## config.mk

```make
export PLATFORM = sky130hd
export DESIGN_NAME = node_interface_flat
export DESIGN_NICKNAME = d
export VERILOG_FILES = /design/src/rtl/node_if_if.sv /design/src/rtl/node_interface.sv /design/src/flat_wrapper.sv
export SDC_FILE = /design/constraint.sdc
export NUM_CORES = 1
export LEC_CHECK = 0
export ABC_CLOCK_PERIOD_IN_PS = 3780
export CORE_MARGIN = 10
export CORE_UTILIZATION = 40
export DETAILED_ROUTE_END_ITERATION = 6
export DONT_BUFFER_PORTS = 1
export PLACE_DENSITY = 0.56
export RECOVER_POWER = 100
export SYNTH_ARGS = -nofsm -noshare
export SYNTH_HDL_FRONTEND = slang
export SYNTH_SLANG_ARGS = --single-unit
```

## constraint.sdc

```tcl
create_clock -name clk -period 3.78 [get_ports clk]
set_input_delay 0.945 -clock clk [delete_from_list [all_inputs] [get_ports clk]]
set_output_delay 0.945 -clock clk [all_outputs]
set_load 0.03 [all_outputs]
```

## src/rtl/node_if_if.sv

```systemverilog
// Signal bundle between a node_interface, its PE and its router port 0.
// The node takes the slave view; the PE/network side takes the master view.
interface node_if #(
  parameter int PKT_W = 32,
  parameter int DEPTH = 4,
  parameter int CNT_W = 16
);
  localparam int OW = $clog2(DEPTH) + 1;

  logic [PKT_W-1:0] pe_data;
  logic             pe_data_val;
  logic             pe_ready;
  logic             inject_en;
  logic [PKT_W-1:0] net_data;
  logic             net_data_val;
  logic             net_en;
  logic [PKT_W-1:0] ej_data;
  logic             ej_data_val;
  logic [PKT_W-1:0] rx_data;
  logic             rx_val;
  logic [OW-1:0]    occupancy;
  logic [CNT_W-1:0] tx_count;
  logic [CNT_W-1:0] rx_count;
  logic [CNT_W-1:0] err_count;

  modport master (
    output pe_data, pe_data_val, inject_en, net_en, ej_data, ej_data_val,
    input  pe_ready, net_data, net_data_val, rx_data, rx_val, occupancy,
           tx_count, rx_count, err_count
  );

  modport slave (
    input  pe_data, pe_data_val, inject_en, net_en, ej_data, ej_data_val,
    output pe_ready, net_data, net_data_val, rx_data, rx_val, occupancy,
           tx_count, rx_count, err_count
  );
endinterface

```

## src/rtl/node_interface.sv

```systemverilog
// Mesh node network interface: inject FIFO toward router port 0, registered
// eject path with destination check, and saturating TX/RX/error statistics.
module node_interface #(
  parameter int NODE_ID  = 0,
  parameter int PKT_W    = 32,
  parameter int DEST_LSB = 0,
  parameter int DEST_W   = 4,
  parameter int DEPTH    = 4,
  parameter int CNT_W    = 16
) (
  input  logic  clk,
  input  logic  reset,
  node_if.slave bus
);
  localparam int AW = $clog2(DEPTH);
  localparam int OW = AW + 1;
  localparam logic [OW-1:0]     FULL_OCC = OW'(DEPTH);
  localparam logic [DEST_W-1:0] MY_ID    = DEST_W'(NODE_ID);

  function automatic logic [CNT_W-1:0] sat_inc(input logic [CNT_W-1:0] c,
                                               input logic en);
    if (en && (c != '1)) return c + CNT_W'(1);
    return c;
  endfunction

  logic [PKT_W-1:0] mem_q [DEPTH];
  logic [OW-1:0]    wr_ptr_q, wr_ptr_d;
  logic [OW-1:0]    rd_ptr_q, rd_ptr_d;
  logic [OW-1:0]    occ;
  logic [CNT_W-1:0] tx_cnt_q, tx_cnt_d;
  logic [CNT_W-1:0] rx_cnt_q, rx_cnt_d;
  logic [CNT_W-1:0] err_cnt_q, err_cnt_d;
  logic [PKT_W-1:0] rx_data_q;
  logic             rx_val_q;
  logic             full, empty, push, pop, misroute;

  // Pointers carry an extra wrap bit so full and empty differ with equal indices.
  always_comb begin
    occ       = wr_ptr_q - rd_ptr_q;
    full      = (occ == FULL_OCC);
    empty     = (occ == '0);
    push      = bus.pe_data_val & ~full;
    pop       = ~empty & bus.inject_en & bus.net_en;
    misroute  = (bus.ej_data[DEST_LSB +: DEST_W] != MY_ID);
    wr_ptr_d  = push ? wr_ptr_q + OW'(1) : wr_ptr_q;
    rd_ptr_d  = pop  ? rd_ptr_q + OW'(1) : rd_ptr_q;
    tx_cnt_d  = sat_inc(tx_cnt_q, pop);
    rx_cnt_d  = sat_inc(rx_cnt_q, bus.ej_data_val);
    err_cnt_d = sat_inc(err_cnt_q, bus.ej_data_val & misroute);
  end

  always_ff @(posedge clk) begin
    if (push) mem_q[wr_ptr_q[AW-1:0]] <= bus.pe_data;
  end

  always_ff @(posedge clk or posedge reset) begin
    if (reset) begin
      wr_ptr_q  <= '0;
      rd_ptr_q  <= '0;
      tx_cnt_q  <= '0;
      rx_cnt_q  <= '0;
      err_cnt_q <= '0;
      rx_data_q <= '0;
      rx_val_q  <= 1'b0;
    end else begin
      wr_ptr_q  <= wr_ptr_d;
      rd_ptr_q  <= rd_ptr_d;
      tx_cnt_q  <= tx_cnt_d;
      rx_cnt_q  <= rx_cnt_d;
      err_cnt_q <= err_cnt_d;
      rx_data_q <= bus.ej_data;
      rx_val_q  <= bus.ej_data_val;
    end
  end

  // Head is masked while empty so stale storage never leaks onto the network.
  assign bus.pe_ready     = ~full;
  assign bus.net_data     = empty ? '0 : mem_q[rd_ptr_q[AW-1:0]];
  assign bus.net_data_val = ~empty & bus.inject_en;
  assign bus.occupancy    = occ;
  assign bus.tx_count     = tx_cnt_q;
  assign bus.rx_count     = rx_cnt_q;
  assign bus.err_count    = err_cnt_q;
  assign bus.rx_data      = rx_data_q;
  assign bus.rx_val       = rx_val_q;
endmodule

```

## src/flat_wrapper.sv

```systemverilog
// flat-port wrapper written by rule: the top's interface ports become plain ports
module node_interface_flat 
#(
  parameter int NODE_ID  = 0,
  parameter int PKT_W    = 32,
  parameter int DEST_LSB = 0,
  parameter int DEST_W   = 4,
  parameter int DEPTH    = 4,
  parameter int CNT_W    = 16
)
  (clk, reset, bus_pe_data, bus_pe_data_val, bus_inject_en, bus_net_en, bus_ej_data, bus_ej_data_val, bus_pe_ready, bus_net_data, bus_net_data_val, bus_rx_data, bus_rx_val, bus_occupancy, bus_tx_count, bus_rx_count, bus_err_count);
  node_if #(.PKT_W(PKT_W), .DEPTH(DEPTH), .CNT_W(CNT_W)) bus_i ();
  input  logic clk;
  input  logic reset;
  input wire logic [$bits(bus_i.pe_data)-1:0] bus_pe_data;
  input wire logic [$bits(bus_i.pe_data_val)-1:0] bus_pe_data_val;
  input wire logic [$bits(bus_i.inject_en)-1:0] bus_inject_en;
  input wire logic [$bits(bus_i.net_en)-1:0] bus_net_en;
  input wire logic [$bits(bus_i.ej_data)-1:0] bus_ej_data;
  input wire logic [$bits(bus_i.ej_data_val)-1:0] bus_ej_data_val;
  output wire logic [$bits(bus_i.pe_ready)-1:0] bus_pe_ready;
  output wire logic [$bits(bus_i.net_data)-1:0] bus_net_data;
  output wire logic [$bits(bus_i.net_data_val)-1:0] bus_net_data_val;
  output wire logic [$bits(bus_i.rx_data)-1:0] bus_rx_data;
  output wire logic [$bits(bus_i.rx_val)-1:0] bus_rx_val;
  output wire logic [$bits(bus_i.occupancy)-1:0] bus_occupancy;
  output wire logic [$bits(bus_i.tx_count)-1:0] bus_tx_count;
  output wire logic [$bits(bus_i.rx_count)-1:0] bus_rx_count;
  output wire logic [$bits(bus_i.err_count)-1:0] bus_err_count;
  assign bus_i.pe_data = bus_pe_data;
  assign bus_i.pe_data_val = bus_pe_data_val;
  assign bus_i.inject_en = bus_inject_en;
  assign bus_i.net_en = bus_net_en;
  assign bus_i.ej_data = bus_ej_data;
  assign bus_i.ej_data_val = bus_ej_data_val;
  assign bus_pe_ready = bus_i.pe_ready;
  assign bus_net_data = bus_i.net_data;
  assign bus_net_data_val = bus_i.net_data_val;
  assign bus_rx_data = bus_i.rx_data;
  assign bus_rx_val = bus_i.rx_val;
  assign bus_occupancy = bus_i.occupancy;
  assign bus_tx_count = bus_i.tx_count;
  assign bus_rx_count = bus_i.rx_count;
  assign bus_err_count = bus_i.err_count;
  node_interface #(.NODE_ID(NODE_ID), .PKT_W(PKT_W), .DEST_LSB(DEST_LSB), .DEST_W(DEST_W), .DEPTH(DEPTH), .CNT_W(CNT_W)) u_core (.clk(clk), .reset(reset), .bus(bus_i));
endmodule
```

---- Word-level counts from Yosys, hierarchy flattened ----
Memory sizes are Yosys's and may differ from the RTL's.
Cells that the tools add are included.
storage, ports and cells
  register bits ........................... 87
  latch bits .............................. 0
  bits in writable memories ............... 128
  memory bits (read-only) ................. 0
  bits of input ports ..................... 70
  output and inout port bits .............. 118
  word-level logic and storage cells ...... 38
  memories ................................ 1
cells by class
  add/subtract/negate cells ............... 6
  $mul .................................... 0
  divide/modulo/power cells ............... 0
  magnitude comparators ................... 0
  eq/ne operators ......................... 4
  shift-type cells ........................ 0
  mux-type cells .......................... 9
  bitwise operators ....................... 6
  reductions and logical operators ........ 5
memories
  memory        depth  bits a word  read ports  clocked after Yosys merged registers in  wr ports  RTL line              text
  u_core.mem_q  4      32           1           0                                        1         node_interface.sv:26  logic [PKT_W-1:0] mem_q [DEPTH];
operators with widths
  operator                 number
  $add A16 B1 Y16 const B  3
  $mux W16                 3
  $ne A16 B16 Y1 const B   3
  $mux W32                 1
  $add A3 B1 Y3 const B    2
  $mux W1                  5
  $and A1 B1 Y1            4
  $reduce_bool A4 Y1       1
  $eq A3 B3 Y1 const B     1
  $logic_and A1 B1 Y1      3
  $logic_not A3 Y1         1
  $sub A3 B3 Y3            1
  $not A1 Y1               2

---- Longest topological paths before layout ----
Gate-level depths: netlist (run 1).
  depth in word-level cells ............... 7
  mapped depth ............................ 7
  depth with buffers taken out ............ 7

---- Worst setup path before layout (run 1) ----
Ideal clock, no wire load.
  path type ............................... flip-flop to output port
  start point ............................. register u_core.wr_ptr_q[0]
  end point ............................... output bus_net_data[22]
  arrival ................................. 2.215 ns
  data required time ...................... 2.835 ns
  setup slack ............................. 0.620 ns
  cell stages (with the launch flop) ...... 8
  path buffers ............................ 1
  path through ............................ dfrtp_1 -> inv_1 -> ha_1 -> fa_1 -> xor3_4 -> nor2_1 -> clkbuf_1 -> nor2b_1
between the ends
  cells in the longest elaborated chain, start to end .. 3
RTL lines
  element                     RTL line              text
  start, declared             node_interface.sv:27  logic [OW-1:0] wr_ptr_q, wr_ptr_d;
  start signal, assigned      node_interface.sv:66  wr_ptr_q <= wr_ptr_d;
  $sub A3 B3 Y3               node_interface.sv:39  occ = wr_ptr_q - rd_ptr_q;
  named net bus_occupancy[2]  flat_wrapper.sv:26    output wire logic [$bits(bus_i.occupancy)-1:0] bus_occupancy;
  $logic_not A3 Y1            node_interface.sv:41  empty = (occ == '0);
  $mux W32                    node_interface.sv:78  assign bus.net_data = empty ? '0 : mem_q[rd_ptr_q[AW-1:0]];
  end, declared               flat_wrapper.sv:22    output wire logic [$bits(bus_i.net_data)-1:0] bus_net_data;
The timed path passes the listed nets, and every way through them passes these cells.

---- Worst setup path in the final report (run 1) ----
  start point ............................. register u_core.wr_ptr_q[0]
  end point ............................... output bus_net_data[9]
between the ends
  cells in the longest elaborated chain, start to end .. 3
RTL lines
  element           RTL line
  $sub A3 B3 Y3     node_interface.sv:39
  $logic_not A3 Y1  node_interface.sv:41
  $mux W32          node_interface.sv:78
No other way between the ends.

==> flow_metrics.tcl, run 1 <==
set metrics [dict create \
    status "finished with violations" \
    violations "capacitance limit, slew limit" \
    final-seq-area_um2 6020 \
    ys_types 45 \
    wl_per_cell_um 22.6 \
    placed_cells 770 \
    dr.pass1.iters 4 \
    yosys_warnings 0 \
    vias_per_cell 5.31 \
    ys_ff_latch 215 \
    ant_nets 0 \
    antenna_found_initial 2 \
    rsz0062_at_grt "true" \
    post-route-util_pct 45.7 \
    vias 4329 \
    gr-total-overflow 0 \
    seq_area_frac_synth_pct 70.9 \
    skew_ns 0.00643 \
    post-route-period-util_pct 98.0 \
    dp_hpwl_mm 12.8 \
    initial_utilization_pct 40.5 \
    fp.coreArea_um2 21000 \
    grt_pass1_vias 4841 \
    synth_top_area_share_pct 45.3 \
    gr-usage-met2_pct 21.9 \
    grt_util_met1_pct 13.4 \
    fin_crit_ns 3.70 \
    finalNetCount 604 \
    finalSetupViolCount 0 \
    syn-num-nets 577 \
    cap_violations 1 \
    yosys-top-cells-area "edfxtp_1 (45%), dfrtp_1 (26%), mux4_2 (8.5%)" \
    max_slew_margin_pct -80.7 \
    drive_gt1_share_pct 17.6 \
    clk_pin_slew_ns 0.06 \
    cts_max_level 1 \
    p_int_w 0.00526 \
    drv_slew 63 \
    die_x_um 166 \
    final_common_cell "edfxtp_1" \
    crit_type "flip-flop to output pin" \
    holdBufCountCts 0 \
    synth_top_cell_by_area "edfxtp_1" \
    seqPwrFrac_pct 41.5 \
    p_comb_share_pct 34.8 \
    p_leak_nw 3.58 \
    total_power_w 0.00880 \
    ys_async_sr_fraction_pct 40.5 \
    synth_edf_count 128 \
    fillers 1877 \
    cp.required_ns 2.83 \
    layoutNonFillerInstCount 815 \
    drc 0 \
    die_h_um 166 \
    pwr-share-clk_pct 23.7 \
    multiInputGateArea_um2 2350 \
    grt_util_met3_pct 8.14 \
    areaGrowthSynthToFinish_pct 12.7 \
    ios 188 \
    design_area_um2 9570 \
    cts.path.max_buffers 3 \
    start_kind "flip-flop" \
    synth_area_per_cell_um2 17.1 \
    cpMaxStageDelayCell "nor2b_1" \
    end_kind "output pin" \
    synth.cell_area_um2 8490 \
    final_cell_mix "edfxtp_1 (128), dfrtp_1 (85), mux4_2 (32)" \
    grt_pass1_wl_mm 28.5 \
    clk_latency_ns 0.49 \
    top_usage_layer "met2" \
    hold_viol 0 \
    synthFlopType "edfxtp_1" \
    vdd.ir_drop.worst_mv 0.368 \
    hp-class "input pin to flip-flop" \
    clock.fmax_ghz 0.270 \
    worstPathCellList "inv_1, ha_1, fa_1, nand2_1, nor2_4, buf_12, buf_4, nor2b_1" \
    cts.sinks 215 \
    cts_buffers 23 \
    gp_congestion 0.793 \
    cp.arrival_ns 2.76 \
    grt_max_degree 63 \
    tightest_slew_ns 2.70 \
    p_per_area_nw_per_um2 920 \
    p_switching_w 0.00354 \
    numPortBuffers 0 \
    tritoncts "built" \
    synthCells 497 \
    drt_wl_total_mm 18.4 \
    critical_path.max_fanout 17 \
    slowest_delay_ns 0.50 \
    dpl_cell_area_um2 8890 \
    clockRootBuffer "clkbuf_16" \
    rows 53 \
    grt_use_total_pct 13.0 \
    die_area_um2 27400 \
    drtIter0Drc 203 \
    p_sw_share_pct 40.3 \
]
## synth_stat cells, drive strengths merged (2+ instances only)
cell,instances
a21oi,3
a31oi,7
and2,6
and3,3
and4,5
buf,5
clkbuf,7
dfrtp,87
edfxtp,128
ha,9
inv,10
mux2,6
mux4,32
nand2,22
nand3,21
nand4,13
nor2,12
nor2b,33
nor3,16
nor4,10
nor4b,2
o21ai,2
or3,2
xnor2,11
xor2,31
## layer usage
metal	wire length (um)	share of wire, %
met5	13	0.071
met4	288	1.6
met3	2550	14
met2	9130	50
met1	6460	35
## area by class of cell
cell class	count	share of cell area, %
Sequential cell	215	63.0
Clock inverter	13	1.19
Timing Repair Buffer	14	1.12
Multi-Input combinational cell	260	24.5
Clock buffer	27	6.17
Tap cell	275	3.60
Antenna cell	1	0.0262
Inverter	10	0.405
## through the flow
step / TNS [ns] / worst slack, ns / hold WS, ns
5_1_grt: -2.44 / -0.0828 / 0.453
3_3_place_gp: 0 / 0.181 / 0.463
4_1_cts: 0 / 0.0348 / 0.456
3_5_place_dp: 0 / 0.0645 / 0.480
2_1_floorplan: 0 / 0.585 / 0.443
6_report: 0 / 0.0755 / 0.480
## logic make-up (layout without fill, tap and decap cells)
group           after synthesis  in the layout  synth area share (%)
fa+ha+maj                    10             10                  1.56
mux                          38             38                  9.29
xor+xnor                     43             43                  4.66
simple gates                149            149                  10.3
buf+inv                      22             64                  1.05
compound gates               20             20                  2.21
other cells                   0              1                     0
flops                       215            215                  70.9
## power by group through the flow
| stage | logic (W) | clock network, W | registers (W) |
|---|---|---|---|
| after floorplan | 0.00248 | 0 | 0.00356 |
| after global placement | 0.00305 | 0 | 0.00366 |
| after detailed placement | 0.00309 | 0 | 0.00369 |
| after CTS | 0.00322 | 0.00216 | 0.00365 |
| after global routing | 0.00333 | 0.00226 | 0.00371 |
| final | 0.00306 | 0.00209 | 0.00365 |
## critical path, delay by kind of cell (launching register included)
| kind | cells | cell delay, ns |
|---|---|---|
| AND/OR/NAND/NOR | 3 | 0.73 |
| adder cells (fa/ha/maj) | 2 | 0.67 |
| buffers and inverters | 3 | 0.46 |
| flip-flops | 1 | 0.40 |
## registers in the layout, summed over array words and instances, names as in the netlist
register              flops
u_core.bus.rx_count      16
u_core.bus.tx_count      16
u_core.bus.err_count     16
u_core.bus.rx_val         1
u_core.wr_ptr_q           3
u_core.rd_ptr_q           3
u_core.mem_q            128
u_core.bus.rx_data       32
## worst paths after layout
| kind | from | to | slack, ns | cells after the start |
|---|---|---|---|---|
| hold reg to reg | u_core.wr_ptr_q[2]$_DFFE_PP0N_ | u_core.wr_ptr_q[2]$_DFFE_PP0N_ | 0.49 | 1 |
| setup reg to reg | u_core.wr_ptr_q[0]$_DFFE_PP0N_ | u_core.mem_q[3][23]$_DFFE_PP_ | 0.15 | 8 |
| min in group asynchronous | reset | u_core.bus.err_count[13]$_DFFE_PP0P_ | 1.08 | 1 |
| hold / removal | bus_ej_data[11] | u_core.bus.rx_data[11]$_DFF_PP0_ | 0.48 | 0 |
| max in group asynchronous | reset | u_core.bus.rx_data[28]$_DFF_PP0_ | 1.14 | 2 |
| setup / recovery | u_core.wr_ptr_q[0]$_DFFE_PP0N_ | bus_net_data[9] | 0.08 | 8 |
## repair_timing
action                                 CTS  global route
setup endpoints to repair               33            23
buffers inserted                         4             0
endpoints found under the hold margin    0             0
pin swaps                                1             0
gates resized for setup                  1             6
(Power assumes the default switching activity.)
==> inputs of run 2 (changes only) <==
--- a/config.mk
+++ b/config.mk
@@ -10,8 +10,10 @@
 export CORE_UTILIZATION = 40
 export DETAILED_ROUTE_END_ITERATION = 6
 export DONT_BUFFER_PORTS = 1
+export GPL_ROUTABILITY_DRIVEN = 0
 export PLACE_DENSITY = 0.56
 export RECOVER_POWER = 100
+export SETUP_SLACK_MARGIN = 0.05
 export SYNTH_ARGS = -nofsm -noshare
 export SYNTH_HDL_FRONTEND = slang
 export SYNTH_SLANG_ARGS = --single-unit
==> flow_metrics.tcl, run 2 (same netlist as run 1, synthesis figures left out) <==
set metrics [dict create \
    skew_ns 0.00643 \
    whs_path_depth 0 \
    rsz0062_at_grt "true" \
    clockRootBuffer "clkbuf_16" \
    drtIter0Drc 203 \
    cts_buffers 23 \
    drv_slew 63 \
    cts.sinks 215 \
    wl_per_cell_um 22.6 \
    vias_per_cell 5.31 \
    final_cell_mix "edfxtp_1 (128), dfrtp_1 (85), mux4_2 (32)" \
    start_kind "flip-flop" \
    finalSetupViolCount 0 \
    cap_violations 1 \
    cp.required_ns 2.83 \
    vdd.ir_drop.worst_mv 0.368 \
    placed_cells 770 \
    clk_latency_ns 0.49 \
    place_ws_ns 0.0645 \
    total_power_w 0.00881 \
    initial_utilization_pct 40.5 \
    dpl_cell_area_um2 8890 \
    critical_path.max_fanout 17 \
    antenna_found_initial 2 \
    drive_gt1_share_pct 18.0 \
    die_h_um 166 \
    fp.coreArea_um2 21000 \
    max_slew_margin_pct -80.7 \
    rows 53 \
    dp_hpwl_mm 12.8 \
    grt_pass1_vias 4841 \
    drc 0 \
    cts_max_level 1 \
    clk_pin_slew_ns 0.06 \
    cp.arrival_ns 2.76 \
    p_leak_nw 3.58 \
    ios 188 \
    p_per_area_nw_per_um2 921 \
    tightest_slew_ns 2.70 \
    grt_max_degree 63 \
    largest_reg_flops 128 \
    crit_type "flip-flop to output pin" \
    holdBufCountCts 0 \
    reg2regPathDepth 8 \
    hold_viol 0 \
    fin_crit_ns 3.70 \
    dr.pass1.iters 4 \
    tritoncts "built" \
    final_common_cell "edfxtp_1" \
    numPortBuffers 0 \
    grt_use_total_pct 13.0 \
    hp-class "input pin to flip-flop" \
    layoutNonFillerInstCount 815 \
    areaGrowthSynthToFinish_pct 12.8 \
    drt_wl_total_mm 18.4 \
    fillers 1875 \
    cts.path.max_buffers 3 \
    end_kind "output pin" \
    final-seq-area_um2 6020 \
    die_x_um 166 \
    grt_pass1_wl_mm 28.5 \
    gr-total-overflow 0 \
    post-route-util_pct 45.7 \
    design_area_um2 9570 \
    finalNetCount 604 \
    vias 4329 \
    violations "capacitance limit, slew limit" \
    die_area_um2 27400 \
    setup_ws_ns 0.0755 \
    clock.fmax_ghz 0.270 \
    ant_nets 0 \
    multiInputGateArea_um2 2350 \
    status "finished with violations" \
    post-route-period-util_pct 98.0 \
]
run 2: final timing paths:
kind	start	to	slack, ns
worst max-delay path	u_core.wr_ptr_q[0]$_DFFE_PP0N_	bus_net_data[9]	0.08
worst min-delay path	bus_ej_data[11]	u_core.bus.rx_data[11]$_DFF_PP0_	0.48
worst max register to register	u_core.wr_ptr_q[0]$_DFFE_PP0N_	u_core.mem_q[3][23]$_DFFE_PP_	0.15
worst min register to register	u_core.wr_ptr_q[2]$_DFFE_PP0N_	u_core.wr_ptr_q[2]$_DFFE_PP0N_	0.49
max in group asynchronous	reset	u_core.bus.rx_data[28]$_DFF_PP0_	1.14
min in group asynchronous	reset	u_core.bus.err_count[13]$_DFFE_PP0P_	1.08
run 2: final cells by class:
| cell class | count | area share, % |
|---|---|---|
| Antenna cell | 1 | 0.0261 |
| Clock buffer | 27 | 6.17 |
| Clock inverter | 13 | 1.19 |
| Inverter | 10 | 0.405 |
| Multi-Input combinational cell | 260 | 24.6 |
| Sequential cell | 215 | 62.9 |
| Tap cell | 275 | 3.59 |
| Timing Repair Buffer | 14 | 1.12 |
run 2: metrics by stage:
stage,hold slack (ns),TNS (ns)
final,0.480,0
after global routing,0.453,-2.44
after CTS,0.456,0
after detailed placement,0.480,0
after global placement,0.463,0
after floorplan,0.443,0
run 2: power breakdown:
| group | total [W] | internal, W | switching [W] |
|---|---|---|---|
| combinational | 0.00307 | 0.000966 | 0.00211 |
| clock | 0.00209 | 0.00125 | 0.000841 |
| sequential | 0.00365 | 0.00305 | 0.000599 |
run 2: routing by layer:
metal	track usage [%]	vias to the layer above	routed length, um
met5	0	-	13
met4	3.12	2	288
met3	8.14	25	2550
met2	21.9	169	9130
met1	13.4	2198	6450
li1	-	1935	-
run 2: repair_timing:
action | 4_1_cts | 5_1_grt
gates resized for setup | 1 | 8
setup endpoints to repair | 33 | 25
pin swaps | 1 | 0
buffers inserted | 4 | 0
run 2: worst max-delay path: stages, from the launching register on:
cell and delay [ns]:
dfrtp_1 0.40, inv_1 0.15, ha_1 0.18, fa_1 0.49
nand2_1 0.17, nor2_4 0.06, buf_12 0.13, buf_4 0.18
nor2b_1 0.50
==> inputs of run 3 (changes only) <==
--- a/config.mk
+++ b/config.mk
@@ -6,12 +6,15 @@
 export NUM_CORES = 1
 export LEC_CHECK = 0
 export ABC_CLOCK_PERIOD_IN_PS = 3780
+export CELL_PAD_IN_SITES_DETAIL_PLACEMENT = 0
+export CELL_PAD_IN_SITES_GLOBAL_PLACEMENT = 2
+export CORE_ASPECT_RATIO = 1.25
 export CORE_MARGIN = 10
 export CORE_UTILIZATION = 40
 export DETAILED_ROUTE_END_ITERATION = 6
 export DONT_BUFFER_PORTS = 1
 export GPL_ROUTABILITY_DRIVEN = 0
-export PLACE_DENSITY = 0.56
+export PLACE_DENSITY = 0.74
 export RECOVER_POWER = 100
 export SETUP_SLACK_MARGIN = 0.05
 export SYNTH_ARGS = -nofsm -noshare
==> flow_metrics.tcl, run 3 (same netlist as run 1, synthesis figures left out) <==
set metrics [dict create \
    tightest_slew_ns 1.81 \
    worst-path-buf-inv 3 \
    drc 0 \
    ant_nets 0 \
    grt_pass1_vias 4824 \
    status "finished with violations" \
    top_usage_layer "met2" \
    drtIter0Drc 149 \
    rows 59 \
    grt_util_met3_pct 7.07 \
    slowest_delay_ns 0.62 \
    drive_gt1_share_pct 24.7 \
    grt_use_total_pct 13.3 \
    cts.path.max_buffers 3 \
    cap_violations 2 \
    dp_hpwl_mm 12.9 \
    hold_viol 0 \
    setup_ws_ns -0.0181 \
    finalNetCount 622 \
    areaGrowthSynthToFinish_pct 18.2 \
    cp.required_ns 2.83 \
    largest_reg_flops 128 \
    gr-usage-met2_pct 22.7 \
    critical_path.max_fanout 8 \
    violations "capacitance limit, slew limit, setup timing" \
    final_cell_mix "edfxtp_1 (128), dfrtp_1 (85), mux4_2 (32)" \
    max_slew_margin_pct -20.7 \
    crit_type "flip-flop to output pin" \
    hp-class "input pin to flip-flop" \
    tritoncts "built" \
    grt_util_met1_pct 13.8 \
    wl_per_cell_um 22.8 \
    final_common_cell "edfxtp_1" \
    fp.coreArea_um2 20800 \
    skew_ns 0.00449 \
    cp.arrival_ns 2.85 \
    whs_path_depth 0 \
    drt_wl_total_mm 19.1 \
    clk_latency_ns 0.50 \
    place_ws_ns 0.450 \
    die_area_um2 27500 \
    ios 188 \
    finalSetupViolCount 16 \
    numPortBuffers 0 \
    cts_max_level 1 \
    clockRootBuffer "clkbuf_16" \
    start_kind "flip-flop" \
    vias_per_cell 5.34 \
    dr.pass1.iters 4 \
    grt_max_degree 35 \
    grt_pass1_wl_mm 28.5 \
    antenna_found_initial 3 \
    drv_slew 66 \
    end_kind "output pin" \
    worst-path-stages 8 \
    die_h_um 183 \
    cts_buffers 22 \
    cpMaxStageDelayCell "xor3_4" \
    p_leak_nw 3.80 \
    gr-total-overflow 0 \
    holdBufCountCts 0 \
    cp_top_family "XOR/XNOR gates" \
    fin_crit_ns 3.80 \
    cts.sinks 215 \
    setup-tns-final_ns -0.152 \
    die_x_um 150 \
    vdd.ir_drop.worst_mv 0.564 \
    clock.fmax_ghz 0.263 \
    initial_utilization_pct 40.8 \
    reg2regPathDepth 7 \
    rsz0062_at_grt "true" \
    post-route-period-util_pct 100 \
    vias 4461 \
    clk_pin_slew_ns 0.06 \
    p_per_area_nw_per_um2 978 \
    worstPathCellList "inv_2, ha_4, fa_2, xor3_4, nor2_4, clkbuf_16, nor2b_1, buf_4" \
]
==> run 3: cell types whose count changed in the layout (fill, tap and decap cells not counted), moves of 2 or more <==
| cell | before | now |
|---|---|---|
| buf_4 | 9 | 18 |
| clkbuf_2 | 4 | 0 |
| and2_2 | 0 | 4 |
| clkbuf_16 | 23 | 27 |
| nor2b_1 | 25 | 19 |
| bufinv_16 | 2 | 5 |
| nor2b_4 | 0 | 8 |
| clkbuf_4 | 0 | 2 |
| nor2b_2 | 8 | 6 |
| and2_0 | 4 | 0 |
| diode_2 | 1 | 3 |
| buf_6 | 0 | 8 |
| clkinv_1 | 6 | 0 |
==> run 3: layer usage <==
metal  share of wire [%]  up-vias
li1                    -     1978
met4                 1.9        0
met5                   0        -
met1                  35     2293
met3                  12       31
met2                  51      159
==> run 3: layout make-up <==
type,instances,area (um2)
fillers,1818,10800
flip-flops and latches,215,6020
multi-input cells,260,2460
clock buffers,29,627
repair buffers,33,348
well taps,274,343
clock inverters,11,185
inverters,10,38.8
diodes,3,7.51
==> run 3: power by group <==
| group | switching (W) | total [W] | leakage (nW) | internal, W |
|---|---|---|---|---|
| clock network | 0.000875 | 0.00239 | 0.395 | 0.00151 |
| registers | 0.000587 | 0.00363 | 2.24 | 0.00304 |
| logic | 0.00233 | 0.00379 | 1.16 | 0.00146 |
==> run 3: metrics by stage <==
stage / total power [W] / util, % / cell area [um2] / std cells / hold slack (ns)
final: 0.00981 / 48.2 / 10000 / 835 / 0.471
after global placement: 0.00692 / 43.2 / 8990 / 784 / 0.469
after floorplan: 0.00605 / - / 8490 / 497 / 0.443
after detailed placement: 0.00699 / 43.2 / 8990 / 784 / 0.476
after global routing: 0.0103 / 48.2 / 10000 / 833 / 0.447
after CTS: 0.00945 / 47.2 / 9820 / 824 / 0.304
==> run 3: final timing paths <==
kind,from,endpoint,slack [ns]
min in group asynchronous,reset,u_core.bus.rx_data[20]$_DFF_PP0_,0.52
max reg2reg,u_core.wr_ptr_q[0]$_DFFE_PP0N_,u_core.mem_q[3][21]$_DFFE_PP_,0.79
max,u_core.wr_ptr_q[0]$_DFFE_PP0N_,bus_net_data[5],-0.02
min reg2reg,u_core.wr_ptr_q[2]$_DFFE_PP0N_,u_core.wr_ptr_q[2]$_DFFE_PP0N_,0.48
min,bus_ej_data[16],u_core.bus.rx_data[16]$_DFF_PP0_,0.47
max in group asynchronous,reset,u_core.bus.tx_count[2]$_DFFE_PP0P_,1.09
==> run 3: what timing repair did <==
action,in CTS,in global routing
setup endpoints to repair,33,30
pin swaps,0,2
buffers inserted,0,5
gates resized for setup,6,31
gates cloned,0,3
==> run 3: worst reg2reg max path, cell delays in order (launching register included) <==
cell,delay [ns]
dfrtp_1,0.39
inv_2,0.08
ha_4,0.16
fa_2,0.33
xor3_4,0.62
a31oi_4,0.32
and2_2,0.56
buf_12,0.24
